### src/rtl/filtr_pkg.sv
// filtr_pkg: widths, alpha constants, saturation limits and FSM state type
// shared by the adaptive-alpha IIR smoother (filtr_alpha_top).
package filtr_pkg;

   localparam int unsigned DATA_SIZE = 25;
   localparam int unsigned COEF_SIZE = 25;

   localparam int unsigned SMP_W  = DATA_SIZE - 1;          // I/O sample width
   localparam int unsigned ERR_W  = DATA_SIZE;              // x - y_prev width
   localparam int unsigned PROD_W = DATA_SIZE + COEF_SIZE;  // e * alpha width
   localparam int unsigned FRAC_W = COEF_SIZE - 1;          // alpha fraction bits

   // alpha is unsigned Q0.(COEF_SIZE-1)
   localparam logic [COEF_SIZE-1:0] ALPHA_INIT = COEF_SIZE'(1) << (COEF_SIZE - 4);
   localparam logic [COEF_SIZE-1:0] ALPHA_MIN  = COEF_SIZE'(1) << (COEF_SIZE - 7);
   localparam logic [COEF_SIZE-1:0] ALPHA_MAX  = COEF_SIZE'(1) << (COEF_SIZE - 2);
   localparam logic [COEF_SIZE-1:0] ALPHA_STEP = COEF_SIZE'(1) << (COEF_SIZE - 6);
   localparam logic [ERR_W-1:0]     ERR_THRESH = ERR_W'(4096);

   // Output range of the accumulator and the round-half-up bias
   localparam logic signed [PROD_W-1:0] SAT_MAX =
      $signed((PROD_W'(1) << (DATA_SIZE - 2)) - PROD_W'(1));
   localparam logic signed [PROD_W-1:0] SAT_MIN = ~SAT_MAX;
   localparam logic signed [PROD_W-1:0] RND_K   = $signed(PROD_W'(1) << (COEF_SIZE - 2));

   typedef enum logic [2:0] {IDLE, ERR, MUL, ACC, OUT} state_t;

   // Magnitude of a signed error; the most-negative code maps to the largest positive one
   function automatic logic [ERR_W-1:0] abs_sat(input logic [ERR_W-1:0] v);
      logic [ERR_W-1:0] r;
      if (!v[ERR_W-1])
         r = v;
      else if (v[ERR_W-2:0] == '0)
         r = {1'b0, {(ERR_W-1){1'b1}}};
      else
         r = -v;
      return r;
   endfunction

endpackage

### src/rtl/filtr_alpha_adapt.sv
// filtr_alpha_adapt: next-alpha selection from the error magnitude.
// Present only when FILTR_ALPHA_ADAPT_EN is defined.
`ifdef FILTR_ALPHA_ADAPT_EN
module filtr_alpha_adapt
   import filtr_pkg::*;
(
   input  logic [ERR_W-1:0]     i_err,
   input  logic [COEF_SIZE-1:0] i_alpha,
   output logic [COEF_SIZE-1:0] o_alpha
);

   logic [ERR_W-1:0]   w_mag;
   logic [COEF_SIZE:0] w_up;
   logic [COEF_SIZE:0] w_dn_lim;

   // Large error speeds tracking up, small error slows it down, both clamped
   always_comb begin
      w_mag    = abs_sat(i_err);
      w_up     = {1'b0, i_alpha} + {1'b0, ALPHA_STEP};
      w_dn_lim = {1'b0, ALPHA_MIN} + {1'b0, ALPHA_STEP};
      o_alpha  = i_alpha;
      if (w_mag > ERR_THRESH)
         o_alpha = (w_up > {1'b0, ALPHA_MAX}) ? ALPHA_MAX : w_up[COEF_SIZE-1:0];
      else
         o_alpha = ({1'b0, i_alpha} < w_dn_lim) ? ALPHA_MIN : (i_alpha - ALPHA_STEP);
   end

endmodule
`endif

### src/rtl/filtr_alpha_top.sv
// filtr_alpha_top: adaptive first-order IIR smoother, y += alpha * (x - y),
// computed over ERR/MUL/ACC/OUT cycles after each accepted sample.
// Define FILTR_ALPHA_ADAPT_EN to let alpha follow the error magnitude;
// otherwise alpha stays at ALPHA_INIT.
module filtr_alpha_top
   import filtr_pkg::*;
(
   input  logic             clk,
   input  logic             reset,
   input  logic [SMP_W-1:0] data_in,
   input  logic             sample,
   output logic [SMP_W-1:0] data_out,
   output logic             filter_done
);

   state_t                   r_state;
   logic [SMP_W-1:0]         r_x;
   logic [SMP_W-1:0]         r_y;
   logic [SMP_W-1:0]         r_s;
   logic signed [ERR_W-1:0]  r_e;
   logic signed [PROD_W-1:0] r_p;

   logic [COEF_SIZE-1:0]     w_alpha;
   logic signed [ERR_W-1:0]  w_err;
   logic signed [PROD_W-1:0] w_prod;
   logic signed [PROD_W-1:0] w_rnd;
   logic signed [PROD_W-1:0] w_d;
   logic signed [PROD_W-1:0] w_sum;
   logic [SMP_W-1:0]         w_sat;

`ifdef FILTR_ALPHA_ADAPT_EN
   logic [COEF_SIZE-1:0] r_alpha;
   logic [COEF_SIZE-1:0] w_alpha_next;

   assign w_alpha = r_alpha;

   filtr_alpha_adapt u_adapt (
      .i_err   (r_e),
      .i_alpha (r_alpha),
      .o_alpha (w_alpha_next)
   );
`else
   assign w_alpha = ALPHA_INIT;
`endif

   // Step arithmetic: error, product, rounded increment and saturated sum
   always_comb begin
      w_err  = $signed({r_x[SMP_W-1], r_x}) - $signed({r_y[SMP_W-1], r_y});
      w_prod = $signed({{COEF_SIZE{r_e[ERR_W-1]}}, r_e}) *
               $signed({{DATA_SIZE{1'b0}}, w_alpha});
      w_rnd  = r_p + RND_K;
      w_d    = w_rnd >>> FRAC_W;
      w_sum  = $signed({{(PROD_W-SMP_W){r_y[SMP_W-1]}}, r_y}) + w_d;
      if (w_sum > SAT_MAX)
         w_sat = SAT_MAX[SMP_W-1:0];
      else if (w_sum < SAT_MIN)
         w_sat = SAT_MIN[SMP_W-1:0];
      else
         w_sat = w_sum[SMP_W-1:0];
   end

   // Sequencer: one datapath step per clock, registered result and done strobe
   always_ff @(posedge clk or negedge reset) begin
      if (!reset) begin
         r_state     <= IDLE;
         r_x         <= '0;
         r_y         <= '0;
         r_s         <= '0;
         r_e         <= '0;
         r_p         <= '0;
         data_out    <= '0;
         filter_done <= 1'b0;
`ifdef FILTR_ALPHA_ADAPT_EN
         r_alpha     <= ALPHA_INIT;
`endif
      end else begin
         filter_done <= 1'b0;
         unique case (r_state)
            IDLE: begin
               if (sample) begin
                  r_x     <= data_in;
                  r_state <= ERR;
               end
            end
            ERR: begin
               r_e     <= w_err;
               r_state <= MUL;
            end
            MUL: begin
               r_p     <= w_prod;
               r_state <= ACC;
            end
            ACC: begin
               r_s     <= w_sat;
               r_state <= OUT;
            end
            OUT: begin
               data_out    <= r_s;
               r_y         <= r_s;
               filter_done <= 1'b1;
`ifdef FILTR_ALPHA_ADAPT_EN
               r_alpha     <= w_alpha_next;
`endif
               r_state     <= IDLE;
            end
            default: r_state <= IDLE;
         endcase
      end
   end

endmodule

### config.mk
export PLATFORM = sky130hd
export DESIGN_NAME = filtr_alpha_top
export DESIGN_NICKNAME = d
export VERILOG_FILES = /design/src/rtl/filtr_pkg.sv /design/src/rtl/filtr_alpha_adapt.sv /design/src/rtl/filtr_alpha_top.sv
export SDC_FILE = /design/constraint.sdc
export NUM_CORES = 1
export LEC_CHECK = 0
export CAP_MARGIN = 5
export CORE_MARGIN = 5
export CORE_UTILIZATION = 55
export CTS_BUF_LIST = sky130_fd_sc_hd__clkbuf_4
export CTS_CLUSTER_DIAMETER = 40
export DETAILED_ROUTE_END_ITERATION = 12
export DONT_BUFFER_PORTS = 1
export GPL_TIMING_DRIVEN = 0
export PLACE_DENSITY = 0.76
export SYNTH_ARGS = -nofsm -noshare
export SYNTH_HDL_FRONTEND = slang
export SYNTH_SLANG_ARGS = --single-unit
### constraint.sdc
create_clock -name clk -period 3.95 [get_ports clk]
set_input_delay 0.395 -clock clk [delete_from_list [all_inputs] [get_ports clk]]
set_output_delay 0.395 -clock clk [all_outputs]
set_load 0.05 [all_outputs]
# Word-level counts from Yosys, hierarchy flattened
# Cells that the tools add are included.
# word_totals
reg_bits	126
elab_cells	24
mem_bits_ro	0
latchBits	0
output_inout_bits	25
n_memories	0
mem_bits_rw	0
input_bits	27
# op_classes
mux	5
eq_ne	5
n_addsub	3
order_cmp	2
div_mod_pow	0
shift	0
bitwise	0
mul	0
reduce_logical	2
# op_table
op	count
24-bit 2-to-1 mux	2
46-bit by 25-bit adder with 47-bit output (second input constant)	1
24-bit by 23-bit adder with 25-bit output	1
25-bit by 24-bit > comparator with 1-bit output (second input constant)	1
25-bit by 24-bit < comparator with 1-bit output (second input constant)	1
24-bit by 24-bit subtractor with 25-bit output	1
3-bit case mux with 4 select lines	1
3-bit by 2-bit == test with 1-bit output (second input constant)	2
3-bit by 1-bit == test with 1-bit output (second input constant)	1
3-bit == test (second input constant)	1
3-bit logical NOT	1
3-bit 2-to-1 mux	1
2-bit != test (second input constant)	1
2-bit AND reduction	1
1-bit 2-to-1 mux	1

# Logic depth before layout (Yosys ltp)
# Gate-level depths: netlist of the first run.
# logic_depth
depth_word	5
ltp_mapped	18
ltp_nobuf	16

# Worst setup path after synthesis of the first run
# OpenSTA, ideal clock, no wires.
# synth_timing
path_type	register to register
start	reg r_p[25]
end	reg r_s[17]
setup_time_ns	0.099
path_buffers	1
stages_incl_launch_ff	17
path_slack_ns	0.379
period_less_slack_ns	3.571
t_required_ns	3.851
arrival_ns	3.471
cell_sequence	dfrtp_1 -> and3_1 -> and3_1 -> and2_1 -> nand2_1 -> or3_1 -> nor2_1 -> xor2_1 -> ha_1 -> a21o_1 -> a21o_1 -> a21o_1 -> a211oi_1 -> o211a_2 -> buf_2 -> nor3_1 -> a311oi_1
# synth_via
elab_chain_cells	5
word_cells_on_any_way	6
cone_classes	add/sub: 2; order compare: 2; mux: 2
# synth_rtl
element	line	source
start, declared	filtr_alpha_top.sv:21	logic signed [PROD_W-1:0] r_p;
start signal, assigned	filtr_alpha_top.sv:90	r_p <= w_prod;
46-bit by 25-bit adder with 47-bit output (*)	filtr_alpha_top.sv:51	w_rnd = r_p + RND_K;
24-bit by 23-bit adder with 25-bit output (*)	filtr_alpha_top.sv:53	w_sum = $signed({{(PROD_W-SMP_W){r_y[SMP_W-1]}}, r_y}) + w_d;
25-bit by 24-bit < comparator with 1-bit output	filtr_alpha_top.sv:56	else if (w_sum < SAT_MIN)
24-bit 2-to-1 mux	filtr_alpha_top.sv:56	
24-bit 2-to-1 mux (*)	filtr_alpha_top.sv:54	if (w_sum > SAT_MAX)
end signal, assigned	filtr_alpha_top.sv:94	r_s <= w_sat;
end, declared	filtr_alpha_top.sv:19	logic [SMP_W-1:0] r_s;
# Every way passes the cells marked *; elsewhere a longest branch is shown, timed or not.
# A chain may end at the register's enable or synchronous reset.

# Worst setup path after layout of the first run
# layout_timing
start	reg r_p[27]
end	reg r_s[20]
# The elaborated chain is that of the path after synthesis.

==> summary.log, run 1 <==
INFO  logic_synthesis ys.flop_type=sky130_fd_sc_hd__dfrtp_1
INFO  placement      gp_congestion=0.9378
INFO  die            row_count=42
INFO  logic_synthesis synth.yosys.warnings=0
INFO  die            initial_core_util=0.5551
INFO  critical_path  worst_path_max_delay_cell=sky130_fd_sc_hd__dfrtp_1
INFO  logic_synthesis ys_async_sr_fraction=1.000
INFO  power          max-vdd-ir-drop=0.4079mV
INFO  placement      place.detailed.instances=912
INFO  logic_synthesis syn-num-nets=813
INFO  critical_path  crit_path_buffers_inverters=3
INFO  logic_synthesis synth.ff_latch_count=122
INFO  cells_and_area layout-drive-gt1-share=0.1923
INFO  cts            cts_tree=done
INFO  flow_run       max-cap-violations=0
INFO  critical_path  critical_path.startpoint_type=register
INFO  critical_path  critical-path-top-delay-family=compound AO/OA/AOI/OAI gates
INFO  route          totalWireLength=17.37mm
INFO  critical_path  crit_required=4.40ns
INFO  critical_path  cp.arrival=4.33ns
INFO  sta            setup_viol=0
INFO  grt            via_count_of_the_first_global_routing_pass=5519
INFO  route          antenna_left=0
INFO  route          detailedRoute.firstIterationViolations=250
INFO  cells_and_area most_used_cells_in_the_layout_excluding_fill_and_tap_cells=sky130_fd_sc_hd__dfrtp_1 (122), sky130_fd_sc_hd__nand2_1 (95), sky130_fd_sc_hd__o21ai_0 (49)
INFO  placement      post_dp_hpwl=12.85mm
INFO  cells_and_area final-instance-count-excl-fill=983
INFO  route          drt_drc_violations_left=0
INFO  critical_path  critical_path.reg2reg.startpoint=r_p[27]$_DFFE_PN0N_
INFO  grt            grtUsageMet1=0.2958
INFO  logic_synthesis synthesis.area_per_instance=9.869um2
INFO  critical_path  path_max_fanout=10
INFO  sta            post_layout_minimum_cycle_time=3.877ns
INFO  sta            worst_slew_margin_rel=0.1615
INFO  cts            cts.sinks=122
INFO  grt            grt_use_met2=0.3696
INFO  sta            slew_violations=0
INFO  die            die_width=124.9um
INFO  logic_synthesis post_synth_instance_area=7263um2
INFO  cts            worstSkewPairLatency=0.56ns
INFO  cts            clkSlewWorstSetupHoldPaths=0.11ns
INFO  cts            cts_max_level=4
INFO  cells_and_area nNetsFinal=870
INFO  route          routed_via_density=5.773
INFO  logic_synthesis synth_enable_flop_cells=0
INFO  sta            period_share=0.9814
INFO  power          leakage=3.732nW
INFO  cells_and_area post-route-util=0.6348
INFO  power          power-per-cell-area=1016nW/um2
INFO  logic_synthesis ys_types=65
INFO  worst_hold_path min_path_type=input port to register
INFO  sta            finClkSkew=0.008145ns
INFO  grt            gr-max-usage-layer=met2
INFO  placement      dp_slack=-0.09431ns
INFO  cells_and_area area.growth.synth_to_final=14.37%
INFO  power          power.total=8.436mW
INFO  cells_and_area layout_commonest_cell=sky130_fd_sc_hd__dfrtp_1
INFO  worst_hold_path min-delay-start=sample
INFO  critical_path  setup.worst_path.class=register to register
INFO  sta            fmax=0.2580GHz
INFO  grt            initial_antenna_violation_count=1
INFO  critical_path  crit_path_start=r_p[27]$_DFFE_PN0N_
INFO  route          firstDrtPassIters=5
INFO  die            chipHeight=124.9um
INFO  outcome        run_status=finished clean
INFO  logic_synthesis synth-seq-area-share=0.4203
INFO  placement      port_buffers=0
INFO  logic_synthesis synthCells=736
INFO  sta            tightest_slew=1.254ns
INFO  grt            overflow=0
INFO  cts            inserted_clock_buffers=17
INFO  grt            global_route_wire_length_before_repair=27.62mm
INFO  cts            max-clock-path-buffers=2
INFO  sta            hold_viol_final=0
INFO  die            die_area=15600um2
INFO  critical_path  cell_by_cell_listing_of_the_critical_path=and3_4 -> and3_4 -> and2_4 -> nand2_2 -> nor2_1 -> nand2_1 -> xnor2_1 -> ha_1 -> buf_4 -> a21oi_1 -> o21ai_0 -> a21oi_2 -> nand3_2 -> a211o_1 -> o211a_2 -> buf_4 -> o21ai_4 -> clkbuf_16 -> o21ai_2
INFO  critical_path  end_kind=register
INFO  grt            grt_start_max_net_pins=123
INFO  cts            buffer_cell_driving_the_clock_tree_root=sky130_fd_sc_hd__clkbuf_4
INFO  critical_path  slowest_delay=0.39ns
INFO  grt            global_route.usage.total=0.2224
INFO  sta            finalWorstSetupSlack=0.07343ns
INFO  route          wl_per_cell=17.67um
INFO  route          via_count=5675
INFO  die            core_area=13090um2
INFO  die            number_of_placed_i_o_pins=52
INFO  grt            grtUsageMet3=0.03602
[power by group]
group	switching [mW]	internal (mW)	leakage [nW]
logic	2.72	2.15	2.03
registers	0.762	1.81	1.54
clock network	0.479	0.510	0.166
total	3.97	4.47	3.73
[sequential cells by signal (all words and copies together), names as in the netlist]
name,cells
filter_done,1
r_state,3
r_x,24
r_e,23
r_s,24
r_y,24
r_p,23
[cell type report]
| cell class | instances | area [um2] |
|---|---|---|
| Fill cell | 1042 | 4778 |
| Multi-Input combinational cell | 550 | 4030 |
| Sequential cell | 122 | 3053 |
| Timing Repair Buffer | 39 | 395.4 |
| Tap cell | 176 | 220.2 |
| Clock inverter | 13 | 175.2 |
| Buffer | 27 | 152.6 |
| Clock buffer | 19 | 142.6 |
| Inverter | 36 | 135.1 |
| Antenna cell | 1 | 2.502 |
[final timing paths]
check	to	slack, ns	cells after the start
worst min register to register	r_e[19]$_DFFE_PN0P_	0.49	1
worst min-delay path	r_x[23]$_DFFE_PN0P_	0.36	2
worst max register to register	r_s[20]$_DFFE_PN0P_	0.07	19
worst max-delay path	r_s[20]$_DFFE_PN0P_	0.07	19
max in group asynchronous	r_y[18]$_DFFE_PN0P_	3.04	2
min in group asynchronous	r_x[9]$_DFFE_PN0P_	0.45	2
[cells in the mapped netlist, types with 5 or more instances]
| master | number | area, um2 |
|---|---|---|
| sky130_fd_sc_hd__nor3_1 | 12 | 60.06 |
| sky130_fd_sc_hd__ha_1 | 49 | 613.1 |
| sky130_fd_sc_hd__dfrtp_1 | 122 | 3053 |
| sky130_fd_sc_hd__xor2_1 | 22 | 192.7 |
| sky130_fd_sc_hd__a21oi_1 | 49 | 245.2 |
| sky130_fd_sc_hd__inv_1 | 36 | 135.1 |
| sky130_fd_sc_hd__xnor2_1 | 37 | 324.1 |
| sky130_fd_sc_hd__and3_1 | 7 | 43.79 |
| sky130_fd_sc_hd__o211ai_1 | 5 | 37.54 |
| sky130_fd_sc_hd__o21ai_1 | 5 | 25.02 |
| sky130_fd_sc_hd__nor2_1 | 27 | 101.4 |
| sky130_fd_sc_hd__clkbuf_1 | 21 | 78.83 |
| sky130_fd_sc_hd__o21a_1 | 7 | 52.55 |
| sky130_fd_sc_hd__nand3_1 | 16 | 80.08 |
| sky130_fd_sc_hd__o21ai_2 | 20 | 175.2 |
| sky130_fd_sc_hd__o31ai_1 | 5 | 37.54 |
| sky130_fd_sc_hd__a21o_1 | 20 | 150.1 |
| sky130_fd_sc_hd__o21bai_1 | 6 | 45.04 |
| sky130_fd_sc_hd__a211oi_1 | 8 | 60.06 |
| sky130_fd_sc_hd__mux2_2 | 48 | 540.5 |
| sky130_fd_sc_hd__o21ai_0 | 49 | 245.2 |
| sky130_fd_sc_hd__nand2_1 | 96 | 360.4 |
[what timing repair did]
item,CTS,global route
endpoints found under the hold margin,147,0
buffers inserted,3,8
resized for setup,5,21
pin swaps,3,7
setup endpoints to repair,22,24
cloned,0,1
hold buffers,27,0
[cell families (layout without fill, tap and decap cells)]
family          Yosys count  after routing  share of synthesized area
simple gates            185            185                     0.1158
mux                      49             49                    0.07580
fa+ha+maj                50             50                    0.08717
buf+inv                  64            134                    0.03755
flops                   122            122                     0.4203
other cells               0              1                          0
xor+xnor                 59             59                    0.07114
compound gates          207            207                     0.1923
[per-layer routing]
layer  wire length (um)  part of all wire
met3                779             0.045
met5                  0                 0
met1               7693              0.44
met2               8464              0.49
met4                435             0.025
[stage by stage]
stage / TNS (ns) / area (um2) / hold slack [ns]
final: 0 / 8307 / 0.3567
after global routing: -1.206 / 8307 / 0.3284
after CTS: 0 / 8134 / 0.3218
after detailed placement: -0.1061 / 7483 / 0.1028
after global placement: -0.02041 / 7483 / 0.1027
after floorplan: 0 / 7263 / 0.09941
Note: power is estimated with default switching activity, not from simulation.
==> inputs of run 2 (changes only) <==
Settings changed: CTS_BUF_LIST sky130_fd_sc_hd__clkbuf_4 to sky130_fd_sc_hd__clkbuf_8, GPL_TIMING_DRIVEN 0 to not set, PLACE_DENSITY 0.76 to 0.79.
Clock period 3.95 ns to 3.1 ns, I/O delays scaled along.
==> run 2 against run 1 <==
The run now ends with negative setup slack left. Critical path depth decreased by 2. Sequential power increased by 12%. Clock power rose by 49%. Maximum frequency up 7.0%. Critical path type unchanged. Critical endpoint is now r_s[14]$_DFFE_PN0P_. Clock-buffer cell count decreased by 2. Global-route usage rose by 2.7 points.
==> summary.log, run 2 (synthesis gave the netlist of run 1 again) <==
INFO  route          antenna_left=0 [unchanged]
INFO  critical_path  number_of_cells_on_the_worst_reg_to_reg_path=17 [-2]
INFO  outcome        violated_checks=negative setup slack
INFO  grt            grt_start_max_net_pins=123 [unchanged]
INFO  sta            fmax=0.2760GHz [+7.0%]
INFO  sta            slew_violations=0 [unchanged]
INFO  cts            cts_max_level=4 [unchanged]
INFO  critical_path  critical-path-top-delay-family=compound AO/OA/AOI/OAI gates
INFO  die            chipHeight=124.9um [unchanged]
INFO  placement      place.detailed.instances=1002 [+9.9%]
INFO  cts            worstSkewPairLatency=0.46ns [-0.10 ns]
INFO  placement      port_buffers=0 [unchanged]
INFO  sta            setup_viol=24 [+24]
INFO  critical_path  critical_path.startpoint_type=register
INFO  cells_and_area reg.largest.list=r_s: 24 flops, r_x: 24 flops, r_y: 24 flops
INFO  die            core_area=13090um2 [unchanged]
INFO  cts            inserted_clock_buffers=17 [unchanged]
INFO  power          power-per-cell-area=1303nW/um2 [+28%]
INFO  cts            cts_tree=done
INFO  placement      gp_congestion=0.9474 [+1.0%]
INFO  grt            initial_antenna_violation_count=0 [-1]
INFO  route          firstDrtPassIters=5 [unchanged]
INFO  cells_and_area nFillCells=874 [-16%]
INFO  critical_path  end_kind=register
INFO  die            die_area=15600um2 [unchanged]
INFO  power          max-vdd-ir-drop=0.5836mV [+43%]
INFO  sta            tightest_slew=0.5758ns [-0.6787 ns]
INFO  die            initial_core_util=0.5551 [unchanged]
INFO  route          via_count=6185 [+9.0%]
INFO  outcome        run_status=complete, but fails checks
INFO  cts            cts.sinks=122 [unchanged]
INFO  cells_and_area final-instance-count-excl-fill=1089 [+11%]
INFO  route          totalWireLength=19.33mm [+11%]
INFO  cts            clkSlewWorstSetupHoldPaths=0.08ns [-0.03 ns]
INFO  critical_path  critical_path.reg2reg.startpoint=r_p[27]$_DFFE_PN0N_
INFO  critical_path  path_max_fanout=7 [-3]
INFO  route          routed_via_density=5.680 [-1.6%]
INFO  die            die_width=124.9um [unchanged]
INFO  route          drt_drc_violations_left=0 [unchanged]
INFO  critical_path  slowest_delay=0.38ns [about the same]
INFO  power          leakage=4.419nW [+18%]
INFO  grt            via_count_of_the_first_global_routing_pass=6323 [+15%]
INFO  critical_path  reg2reg_setup_slack=-0.52ns [-0.60 ns]
INFO  sta            worst_slew_margin_rel=0.6161 [+0.4546]
INFO  cts            buffer_cell_driving_the_clock_tree_root=sky130_fd_sc_hd__clkbuf_8
INFO  critical_path  crit_required=3.44ns [-0.96 ns]
INFO  cells_and_area layout-drive-gt1-share=0.3209 [+0.1286]
INFO  placement      placedInstanceArea=8318um2 [+11%]
INFO  sta            post_layout_minimum_cycle_time=3.623ns [-0.2532 ns]
INFO  sta            finalWorstSetupSlack=-0.5234ns [-0.5968 ns]
INFO  critical_path  worst_path_max_delay_cell=sky130_fd_sc_hd__dfrtp_1
INFO  critical_path  cp.arrival=3.97ns [-0.36 ns]
INFO  flow_run       max-cap-violations=0 [unchanged]
INFO  critical_path  crit_path_buffers_inverters=3 [unchanged]
INFO  cells_and_area area.growth.synth_to_final=29.58%
INFO  grt            global_route_wire_length_before_repair=31.40mm [+14%]
INFO  critical_path  setup.worst_path.class=register to register
INFO  route          detailedRoute.firstIterationViolations=427 [+71%]
INFO  grt            global_route.usage.total=0.2493 [+0.02690]
INFO  placement      post_dp_hpwl=13.52mm [+5.3%]
INFO  die            number_of_placed_i_o_pins=52 [unchanged]
INFO  cells_and_area nNetsFinal=977 [+12%]
INFO  cells_and_area most_used_cells_in_the_layout_excluding_fill_and_tap_cells=sky130_fd_sc_hd__buf_4 (136), sky130_fd_sc_hd__dfrtp_1 (122), sky130_fd_sc_hd__nand2_1 (94)
INFO  cells_and_area layout_commonest_cell=sky130_fd_sc_hd__buf_4
INFO  sta            rsz_0062_raised_after_global_routing=true
INFO  route          wl_per_cell=17.75um [+0.44%]
INFO  cells_and_area postLayoutCellArea=9412um2 [+13%]
INFO  cells_and_area antenna_cells=0 [-1]
INFO  sta            finClkSkew=0.008018ns [-0.0001274 ns]
INFO  sta            hold_viol_final=0 [unchanged]
INFO  worst_hold_path min_path_type=input port to async pin
INFO  critical_path  reg2reg_to=r_s[14]$_DFFE_PN0P_
INFO  grt            overflow=0 [unchanged]
INFO  critical_path  cell_by_cell_listing_of_the_critical_path=and3_4 -> and3_4 -> and2_4 -> buf_4 -> nand4_1 -> xnor2_1 -> ha_1 -> a21oi_2 -> o21ai_0 -> a21oi_2 -> nand3_1 -> a211o_1 -> o211a_4 -> o21ai_4 -> buf_12 -> buf_16 -> o21ai_2
INFO  cts            max-clock-path-buffers=2 [unchanged]
INFO  sta            period_share=1.169 [+0.1874]
INFO  die            row_count=42 [unchanged]
==> run 2: power breakdown <==
| part | internal (mW) | switching [mW] |
|---|---|---|
| clock network | 0.793 | 0.682 |
| logic | 3.62 | 4.29 |
| registers | 2.32 | 0.557 |
| total | 6.73 | 5.53 |
==> run 2: final cells by class <==
| type | instances | area (um2) | area share |
|---|---|---|---|
| flip-flops and latches | 122 | 3053 | 0.3244 |
| clock buffers | 17 | 234.0 | 0.02486 |
| multi-input cells | 550 | 4128 | 0.4386 |
| clock inverters | 15 | 173.9 | 0.01848 |
| repair buffers | 173 | 1468 | 0.1559 |
| well taps | 176 | 220.2 | 0.02340 |
| inverters | 36 | 135.1 | 0.01436 |
==> run 2: through the flow <==
stage          TNS, ns  setup WS, ns    util  power (mW)  hold WS (ns)
4_1_cts         -7.494       -0.3677  0.7150       11.93        0.4723
3_5_place_dp    -9.451       -0.4642  0.6357       9.961       0.01689
6_report        -11.37       -0.5234  0.7193       12.26        0.4857
2_1_floorplan   -4.339       -0.1976       -       7.860       0.01441
3_3_place_gp    -6.239       -0.2935  0.6357       9.623       0.01768
5_1_grt         -14.35       -0.6467  0.7193       13.09        0.4988
==> run 2: metal layers <==
layer,wire length (um),vias to the layer above,GRT usage
met4,532,0,0.08801
li1,-,2932,-
met5,0,-,0
met1,8260,2995,0.3205
met2,9432,208,0.4183
met3,1106,50,0.05446
==> run 2: how the worst max path moves through the flow <==
stage,from,slack [ns],end,cells after the start
after floorplan,r_p[25]$_DFFE_PN0N_,-0.20,r_s[14]$_DFFE_PN0P_,16
after global placement,r_p[27]$_DFFE_PN0N_,-0.29,r_s[3]$_DFFE_PN0P_,17
after detailed placement,r_p[25]$_DFFE_PN0N_,-0.46,r_s[2]$_DFFE_PN0P_,17
after CTS,r_p[27]$_DFFE_PN0N_,-0.37,r_s[2]$_DFFE_PN0P_,18
after global routing,r_p[25]$_DFFE_PN0N_,-0.65,r_s[13]$_DFFE_PN0P_,17
final,r_p[27]$_DFFE_PN0N_,-0.52,r_s[14]$_DFFE_PN0P_,17
==> run 2: repair_timing <==
action | CTS | global route
endpoints found under the setup margin | 24 | 24
pin swaps | 26 | 13
setup buffers | 25 | 3
hold buffers | 27 | 0
resized for setup | 20 | 12
endpoints found under the hold margin | 147 | 0
gates cloned | 1 | 0
==> inputs of run 3 (changes only) <==
Settings changed: CTS_BUF_LIST sky130_fd_sc_hd__clkbuf_8 to sky130_fd_sc_hd__clkbuf_16, RECOVER_POWER set to 25.
==> run 3 against run 2 <==
The flow finishes with violations (negative hold slack, negative setup slack). Final area is 0.61% lower. Wire length is 1.8% lower. Utilization is 0.44 points lower. Combinational power is 1% higher. First-iteration DRC count is 11% lower. Register-to-register slack better by 0.11 ns. Global-route usage is 0.34 points lower. Flip-flop and latch count stayed put. Non-clock buffer count is 28 lower. Via count is 2.6% lower. Clock-buffer cell count stayed put. Die area stayed put. Largest power group unchanged.
==> summary.log, run 3 (synthesis gave the netlist of run 1 again) <==
INFO  cells_and_area most_used_cells_in_the_layout_excluding_fill_and_tap_cells=sky130_fd_sc_hd__buf_4 (137), sky130_fd_sc_hd__dfrtp_1 (122), sky130_fd_sc_hd__nand2_1 (95)
INFO  grt            initial_antenna_violation_count=0 [unchanged]
INFO  grt            global_route_wire_length_before_repair=30.88mm [-1.6%]
INFO  cells_and_area layout-drive-gt1-share=0.3469 [+0.02597]
INFO  sta            worst_slew_margin_rel=0.6224 [+0.006259]
INFO  placement      port_buffers=0 [unchanged]
INFO  cts            cts.sinks=122 [unchanged]
INFO  worst_hold_path min_path_type=input port to async pin
INFO  outcome        run_status=complete, but fails checks
INFO  route          routed_via_density=5.678 [about the same]
INFO  critical_path  reg2reg_setup_slack=-0.41ns [+0.11 ns]
INFO  flow_run       max-cap-violations=0 [unchanged]
INFO  cells_and_area final-instance-count-excl-fill=1061 [-2.6%]
INFO  route          antenna_left=0 [unchanged]
INFO  die            row_count=42 [unchanged]
INFO  sta            fmax=0.2848GHz [+3.2%]
INFO  critical_path  setup.worst_path.class=register to register
INFO  die            chipHeight=124.9um [unchanged]
INFO  cells_and_area regArea=3053um2 [unchanged]
INFO  route          wl_per_cell=17.88um [+0.74%]
INFO  grt            grt_start_max_net_pins=123 [unchanged]
INFO  critical_path  critical_path.reg2reg.startpoint=r_p[26]$_DFFE_PN0N_
INFO  power          max-vdd-ir-drop=0.7300mV [+25%]
INFO  grt            overflow=0 [unchanged]
INFO  power          leakage=4.374nW [-1.0%]
INFO  critical_path  path_max_fanout=7 [unchanged]
INFO  route          firstDrtPassIters=5 [unchanged]
INFO  power          power-per-cell-area=1378nW/um2 [+5.8%]
INFO  critical_path  cell_by_cell_listing_of_the_critical_path=and3_4 -> and3_4 -> and2_4 -> nand2_4 -> or3_4 -> nor2_4 -> xor2_1 -> ha_1 -> a21o_1 -> a21o_1 -> a21o_1 -> a211o_1 -> o211a_4 -> o21ai_4 -> clkbuf_16 -> o21ai_2
INFO  sta            slew_violations=0 [unchanged]
INFO  cells_and_area nNetsFinal=949 [-2.9%]
INFO  sta            tightest_slew=0.5630ns [-0.01277 ns]
INFO  critical_path  number_of_cells_on_the_worst_reg_to_reg_path=16 [-1]
INFO  cells_and_area area.growth.synth_to_final=28.79%
INFO  critical_path  critical_path.startpoint_type=register
INFO  cts            buffer_cell_driving_the_clock_tree_root=sky130_fd_sc_hd__clkbuf_16
INFO  outcome        violated_checks=negative hold slack, negative setup slack
INFO  route          totalWireLength=18.97mm [-1.8%]
INFO  critical_path  cp.arrival=3.82ns [-0.15 ns]
INFO  route          detailedRoute.firstIterationViolations=379 [-11%]
INFO  cells_and_area layout_commonest_cell=sky130_fd_sc_hd__buf_4
INFO  placement      place.detailed.instances=1002 [unchanged]
INFO  critical_path  crit_path_start=r_p[26]$_DFFE_PN0N_
INFO  sta            fin_worst_hold_slack=-0.4167ns [-0.9024 ns]
INFO  cells_and_area antenna_cells=0 [unchanged]
INFO  sta            rsz_0062_raised_after_global_routing=true
INFO  grt            global_route.usage.total=0.2459 [-0.003351]
INFO  cts            worstSkewPairLatency=0.42ns [-0.04 ns]
INFO  sta            post_layout_minimum_cycle_time=3.511ns [-0.1122 ns]
INFO  die            initial_core_util=0.5551 [unchanged]
INFO  cts            max-clock-path-buffers=2 [unchanged]
INFO  critical_path  slowest_delay=0.36ns [-0.02 ns]
INFO  critical_path  worst_path_max_delay_cell=sky130_fd_sc_hd__dfrtp_1
INFO  grt            via_count_of_the_first_global_routing_pass=6211 [-1.8%]
INFO  sta            finalWorstSetupSlack=-0.4112ns [+0.1122 ns]
INFO  route          drt_drc_violations_left=0 [unchanged]
INFO  cells_and_area nFillCells=844 [-3.4%]
INFO  route          via_count=6024 [-2.6%]
INFO  sta            fin_tns_setup=-8.978ns [+2.397 ns]
INFO  cts            clkSlewWorstSetupHoldPaths=0.05ns [-0.03 ns]
INFO  cells_and_area reg.largest.list=r_s: 24 flops, r_x: 24 flops, r_y: 24 flops
INFO  placement      gp_congestion=0.9474 [unchanged]
INFO  cts            cts_tree=done
INFO  sta            finClkSkew=0.008047ns [+0.00002859 ns]
INFO  cts            cts_max_level=4 [unchanged]
INFO  critical_path  worst_path_most_repeated_cell=sky130_fd_sc_hd__a21o_1
INFO  die            number_of_placed_i_o_pins=52 [unchanged]
INFO  sta            hold_viol_final=122 [+122]
INFO  cts            inserted_clock_buffers=17 [unchanged]
INFO  die            die_width=124.9um [unchanged]
INFO  critical_path  crit_required=3.41ns [-0.03 ns]
INFO  sta            setup_viol=24 [unchanged]
INFO  placement      post_dp_hpwl=13.52mm [unchanged]
INFO  die            core_area=13090um2 [unchanged]
INFO  cells_and_area multi_input_combinational_cell_area=4193um2 [+1.6%]
INFO  critical_path  reg2reg_to=r_s[0]$_DFFE_PN0P_
INFO  die            die_area=15600um2 [unchanged]
INFO  sta            period_share=1.133 [-0.03619]
INFO  critical_path  end_kind=register
==> run 3: through the flow <==
| step | utilization | area (um2) | hold WS [ns] | worst slack, ns | power (mW) |
|---|---|---|---|---|---|
| 3_3_place_gp | 0.6357 | 8318 | 0.01768 | -0.2935 | 9.623 |
| 6_report | 0.7149 | 9354 | -0.4167 | -0.4112 | 12.89 |
| 5_1_grt | 0.7149 | 9354 | -0.4428 | -0.5336 | 13.72 |
| 2_1_floorplan | - | 7336 | 0.01441 | -0.1976 | 7.860 |
| 4_1_cts | 0.7021 | 9188 | -0.4302 | -0.3505 | 12.52 |
| 3_5_place_dp | 0.6357 | 8318 | 0.01689 | -0.4642 | 9.961 |
==> run 3: per-layer routing <==
metal  global-route usage  routed length [um]  vias up
met4              0.08865                 454        0
met5                    0                   0        -
met3              0.05918                1009       43
met2               0.3976                9236      164
met1               0.3250                8274     2928
li1                     -                   -     2889
==> run 3: final cells by class <==
cell class / count / area share
clock buffers: 17 / 0.04548
multi-input cells: 550 / 0.4482
repair buffers: 145 / 0.1233
inverters: 36 / 0.01445
well taps: 176 / 0.02354
clock inverters: 15 / 0.01859
flip-flops and latches: 122 / 0.3264
==> run 3: report_power, final <==
group          internal [mW]  switching (mW)  leakage [nW]
Clock                   1.26           0.744         0.287
Sequential              2.32           0.551          1.54
Combinational           3.69            4.32          2.55
==> run 3: worst max path at each step <==
stage	slack [ns]	end	cells past startpoint
5_1_grt	-0.53	r_s[18]$_DFFE_PN0P_	16
4_1_cts	-0.35	r_s[2]$_DFFE_PN0P_	16
6_report	-0.41	r_s[0]$_DFFE_PN0P_	16
2_1_floorplan	-0.20	r_s[14]$_DFFE_PN0P_	16
3_5_place_dp	-0.46	r_s[2]$_DFFE_PN0P_	17
3_3_place_gp	-0.29	r_s[3]$_DFFE_PN0P_	17
==> run 3: repair_timing <==
item	in CTS	in global routing
setup endpoints to repair	24	24
setup buffers	17	9
cloned	0	1
pin swaps	11	21
endpoints found under the hold margin	122	122
resized for setup	29	15
==> run 3: worst max-delay path: cells and delay by family (launching register included) <==
kind	cells	cell delay [ns]
AO/OA/AOI/OAI	7	1.37
XOR/XNOR	1	0.15
adder cells (fa/ha/maj)	1	0.27
buffers and inverters	1	0.22
flip-flops	1	0.36
AND/OR/NAND/NOR	6	1.01
